[config.mk]
export PLATFORM = sky130hd
export DESIGN_NAME = serial_latch_loader
export DESIGN_NICKNAME = d
export VERILOG_FILES = /design/src/rtl/latch_loader_pkg.sv /design/src/rtl/cycle_timer.sv /design/src/rtl/serial_latch_loader.sv
export SDC_FILE = /design/constraint.sdc
export NUM_CORES = 1
export LEC_CHECK = 0
export ABC_AREA = 1
export BUFFER_PORTS_ARGS = -buffer_cell sky130_fd_sc_hd__buf_2
export CAP_MARGIN = 25
export CORE_MARGIN = 2
export CORE_UTILIZATION = 59
export DETAILED_ROUTE_END_ITERATION = 12
export HOLD_SLACK_MARGIN = 0.06
export PLACE_DENSITY = 0.91
export SKIP_CTS_REPAIR_TIMING = 1
export SYNTH_ARGS = -nofsm -noshare
export SYNTH_HDL_FRONTEND = slang
export SYNTH_HIERARCHICAL = 1
export SYNTH_SLANG_ARGS = --single-unit
export TNS_END_PERCENT = 100
[constraint.sdc]
create_clock -name clk -period 4.15 [get_ports clk]
set_clock_uncertainty 0.05 [all_clocks]
set_input_delay 0.83 -clock clk [delete_from_list [all_inputs] [get_ports clk]]
set_output_delay 0.83 -clock clk [all_outputs]
set_load 0.1 [all_outputs]
[src/rtl/latch_loader_pkg.sv]
// Shared state encoding and counter-width helpers for the serial latch loader.
package latch_loader_pkg;

    typedef enum logic [2:0] {
        ST_IDLE   = 3'd0,
        ST_SHIFT  = 3'd1,
        ST_SETUP  = 3'd2,
        ST_STROBE = 3'd3,
        ST_HOLD   = 3'd4
    } state_t;

    // Largest of three cycle counts; sizes the shared phase timer.
    function automatic int unsigned max3(input int unsigned a,
                                         input int unsigned b,
                                         input int unsigned c);
        int unsigned m;
        m = (a > b) ? a : b;
        return (m > c) ? m : c;
    endfunction

    // Bits needed to hold n-1, never fewer than one.
    function automatic int unsigned cnt_width(input int unsigned n);
        return (n <= 1) ? 1 : $clog2(n);
    endfunction

endpackage

[src/rtl/cycle_timer.sv]
// Loadable down-counter with a zero flag, shared by the setup/strobe/hold phases.
module cycle_timer #(
    parameter int unsigned W = 1
) (
    input  logic         clk,
    input  logic         rstn,
    input  logic         load,
    input  logic [W-1:0] load_val,
    output logic         zero
);

    logic [W-1:0] cnt;

    // Load takes priority; otherwise count down and park at zero.
    always_ff @(posedge clk or negedge rstn) begin
        if (!rstn) begin
            cnt <= '0;
        end else if (load) begin
            cnt <= load_val;
        end else if (cnt != '0) begin
            cnt <= cnt - W'(1);
        end
    end

    assign zero = (cnt == '0);

endmodule

[src/rtl/serial_latch_loader.sv]
// Serial-to-parallel front end that drives a transparent latch bank with a
// setup / strobe / hold enable sequence around a stable data word.
module serial_latch_loader
    import latch_loader_pkg::*;
#(
    parameter int unsigned WIDTH     = 8,
    parameter int unsigned SETUP_CYC = 2,
    parameter int unsigned EN_CYC    = 1,
    parameter int unsigned HOLD_CYC  = 1
) (
    input  logic             clk,
    input  logic             rstn,
    input  logic             sdi,
    input  logic             sdi_valid,
    output logic             sdi_ready,
    input  logic             abort,
    output logic [WIDTH-1:0] d_out,
    output logic             en_out,
    output logic             busy,
    output logic             done
);

    localparam int unsigned CNT_W = $clog2(WIDTH + 1);
    localparam int unsigned TMR_W = cnt_width(max3(SETUP_CYC, EN_CYC, HOLD_CYC));

    state_t             state;
    logic [WIDTH-1:0]   shreg;
    logic [CNT_W-1:0]   bitcnt;
    logic [WIDTH-1:0]   shift_next;
    logic               take;
    logic               last_bit;
    logic               tmr_load;
    logic [TMR_W-1:0]   tmr_val;
    logic               tmr_zero;

    assign sdi_ready = (state == ST_IDLE) || (state == ST_SHIFT);
    assign busy      = (state != ST_IDLE);
    assign take      = sdi_valid && sdi_ready && !abort;
    assign last_bit  = (state == ST_IDLE) ? (WIDTH == 1)
                                          : (bitcnt == CNT_W'(WIDTH - 1));

    // Shift value: a fresh frame starts from the LSB, later bits shift in MSB first.
    if (WIDTH == 1) begin : gen_w1
        assign shift_next = sdi;
    end else begin : gen_wn
        assign shift_next = (state == ST_SHIFT) ? {shreg[WIDTH-2:0], sdi}
                                                : {{(WIDTH-1){1'b0}}, sdi};
    end

    // Timer reload values, issued on the transition into each timed phase.
    always_comb begin
        tmr_load = 1'b0;
        tmr_val  = '0;
        unique case (state)
            ST_IDLE, ST_SHIFT: begin
                if (take && last_bit) begin
                    tmr_load = 1'b1;
                    tmr_val  = TMR_W'(SETUP_CYC - 1);
                end
            end
            ST_SETUP: begin
                if (tmr_zero) begin
                    tmr_load = 1'b1;
                    tmr_val  = TMR_W'(EN_CYC - 1);
                end
            end
            ST_STROBE: begin
                if (tmr_zero) begin
                    tmr_load = 1'b1;
                    tmr_val  = TMR_W'(HOLD_CYC - 1);
                end
            end
            default: begin
                tmr_load = 1'b0;
                tmr_val  = '0;
            end
        endcase
    end

    cycle_timer #(
        .W (TMR_W)
    ) u_timer (
        .clk      (clk),
        .rstn     (rstn),
        .load     (tmr_load),
        .load_val (tmr_val),
        .zero     (tmr_zero)
    );

    // Frame assembly and latch strobe sequencing; d_out only moves when a frame completes.
    always_ff @(posedge clk or negedge rstn) begin
        if (!rstn) begin
            state  <= ST_IDLE;
            shreg  <= '0;
            bitcnt <= '0;
            d_out  <= '0;
            en_out <= 1'b0;
            done   <= 1'b0;
        end else begin
            done <= 1'b0;
            unique case (state)
                ST_IDLE, ST_SHIFT: begin
                    if (abort) begin
                        state  <= ST_IDLE;
                        shreg  <= '0;
                        bitcnt <= '0;
                    end else if (take) begin
                        shreg <= shift_next;
                        if (last_bit) begin
                            d_out  <= shift_next;
                            bitcnt <= '0;
                            state  <= ST_SETUP;
                        end else begin
                            bitcnt <= (state == ST_SHIFT) ? bitcnt + CNT_W'(1) : CNT_W'(1);
                            state  <= ST_SHIFT;
                        end
                    end
                end
                ST_SETUP: begin
                    if (tmr_zero) begin
                        state  <= ST_STROBE;
                        en_out <= 1'b1;
                    end
                end
                ST_STROBE: begin
                    if (tmr_zero) begin
                        state  <= ST_HOLD;
                        en_out <= 1'b0;
                    end
                end
                ST_HOLD: begin
                    if (tmr_zero) begin
                        state <= ST_IDLE;
                        done  <= 1'b1;
                    end
                end
                default: begin
                    state  <= ST_IDLE;
                    en_out <= 1'b0;
                end
            endcase
        end
    end

endmodule

==> flow_summary.json <==
{
  "die_w_um": 49.98,
  "grt-ovfl-total": 0,
  "worstMarginPinSlew_ns": 0.5434,
  "clock.fmax_mhz": 417.0,
  "slew_headroom": 0.6377,
  "first_pass_iters": 5,
  "grt_max_degree": 26,
  "rsz0062_at_grt": "false",
  "postRouteAntennaNets": 0,
  "post-route-min-period_ns": 2.398,
  "syn_area_per_cell_um2": 8.048,
  "gp_congestion": 0.8581,
  "netlist_area_um2": 1247,
  "r2r_cells": 7,
  "first_global_vias": 1011,
  "place_hpwl_mm": 1.807,
  "grt_busiest_layer": "met2",
  "finalSetupTns_ns": 0,
  "via_count": 1062,
  "clock_path_buffers": 2,
  "die_h_um": 49.98,
  "arrival_ns": 1.52,
  "finalSetupViolCount": 0,
  "wl_per_cell_um": 12.27,
  "grt_pass1_wl_mm": 4.215,
  "nets": 181,
  "fin_cells": 201,
  "maxCapViolCount": 0,
  "placedCellCount": 197,
  "initial_utilization": 0.6294,
  "yosysUniqueCellTypes": 19,
  "start_kind": "flop",
  "hp-class": "input pin to asynchronous set/reset pin",
  "die_area_um2": 2498,
  "cts_tree": "yes",
  "ir_worst_vdd_v": 0.0002411,
  "final_common_cell": "nand2_1",
  "clk_latency_ns": 0.33,
  "cts_root_buffer": "clkbuf_4",
  "outcome": "completed",
  "drive_gt1_frac": 0.1954,
  "via_per_inst": 5.284,
  "yosysSeqAreaShare": 0.5015,
  "h-tree-depth": 1,
  "hold_slack_ns": 0.4134,
  "worstPathMaxFanout": 6,
  "grt_use_met3": 0.02727,
  "worstSetupPathType": "flop to output pin",
  "totalWireLength_mm": 2.467,
  "synth_seq_cells": 25,
  "p_per_area_nw_per_um2": 300.0,
  "antenna_found_initial": 0,
  "num_rows": 16,
  "track_usage": 0.2206,
  "synthCells": 155,
  "min_period_over_period": 0.5778,
  "drc": 0,
  "postSynthNetCount": 161,
  "portBuffers": 16,
  "p_leak_uw": 0.0007669,
  "diodes": 0,
  "grt_util_met2": 0.3728,
  "syn_to_final_growth_pct": 10.43,
  "ios": 17,
  "cts_made_buffers": 3,
  "final_cell_mix": "nand2_1, dfrtp_1, nand3_1",
  "critPathRequiredTime_ns": 3.27,
  "cts.sinks": 25,
  "finalMaxSlewViolations": 0,
  "drtIter0Drc": 27,
  "met1_usage": 0.2829,
  "endpoint_kind": "output pin",
  "coreArea_um2": 1982,
  "clk_pin_slew_ns": 0.14,
  "synth_warnings": 6,
  "hold_viol_final": 0
}
per-stage QoR:
step | total power [uW] | worst slack (ns) | area, um^2 | utilization
floorplan | 291.4 | 2.059 | 1247 | -
global placement | 304.7 | 2.214 | 1350 | 0.6812
detailed placement | 306.7 | 2.148 | 1350 | 0.6812
CTS | 415.3 | 1.771 | 1378 | 0.6951
global route | 428.0 | 1.693 | 1378 | 0.6951
finish | 413.2 | 1.752 | 1378 | 0.6951
state kept, by name (all words and copies together), names as in the netlist:
signal       flops
d_out            8
shreg            7
bitcnt           4
state            3
done             1
en_out           1
u_timer/cnt      1
power breakdown:
group	total, uW	internal, uW	switching, uW
Combinational	47.8	11.5	36.3
Clock	112	36.2	75.3
Sequential	254	248	5.57
routing by layer:
| layer | part of all wire | wire length, um |
|---|---|---|
| met1 | 0.45 | 1111 |
| met2 | 0.50 | 1222 |
| met3 | 0.037 | 92 |
| met4 | 0.016 | 40 |
| met5 | 0 | 0 |
cell usage after synthesis:
library cell,instances,share of area
nand2_2,1,0.0050
nor2_2,3,0.015
nand3_1,24,0.096
inv_1,18,0.054
o21ai_2,1,0.0070
nand4_1,1,0.0050
a21oi_1,2,0.0080
ha_1,1,0.010
inv_4,1,0.0050
nand2_1,46,0.14
nor2_4,3,0.027
inv_2,3,0.0090
buf_6,1,0.0090
nor2_1,12,0.036
o22ai_1,1,0.0050
o21ai_1,8,0.032
o21ai_0,2,0.0080
nand3_4,2,0.028
dfrtp_1,25,0.50
path summary, 6_finish.rpt:
path	startpoint	to	slack, ns
setup reg to reg	bitcnt[0]$_DFFE_PN0P_	d_out[0]$_DFFE_PN0P_	2.56
min in group clk	d_out[3]$_DFFE_PN0P_	d_out[3]$_DFFE_PN0P_	0.44
max in group asynchronous	rstn	u_timer/cnt$_DFF_PN0_	3.27
hold reg to reg	d_out[3]$_DFFE_PN0P_	d_out[3]$_DFFE_PN0P_	0.44
setup / recovery	state[0]$_DFFE_PN0P_	busy	1.75
hold / removal	rstn	d_out[2]$_DFFE_PN0P_	0.41
final cells by class:
class                   count  area [um^2]
flip-flops and latches     25        625.6
fillers                   156        604.3
multi-input cells         107        525.5
inverters                  22        85.08
repair buffers             16        80.08
well taps                  27        33.78
clock buffers               3        22.52
clock inverters             1        5.005
kinds of logic (layout without fill, tap and decap cells):
| kind of cell | Yosys count | in the layout | share of synthesized area |
|---|---|---|---|
| AND/OR/NAND/NOR | 92 | 92 | 0.3511 |
| buffers and inverters | 23 | 42 | 0.07723 |
| flip-flops | 25 | 25 | 0.5015 |
| adder cells (fa/ha/maj) | 1 | 1 | 0.01003 |
| AO/OA/AOI/OAI | 14 | 14 | 0.06019 |
critical path, cell delays in order, from the launching register on:
cell and delay, ns:
dfrtp_1 0.53, nor2_2 0.08, nand2_1 0.13, buf_2 0.45
(Power assumes the default switching activity.)
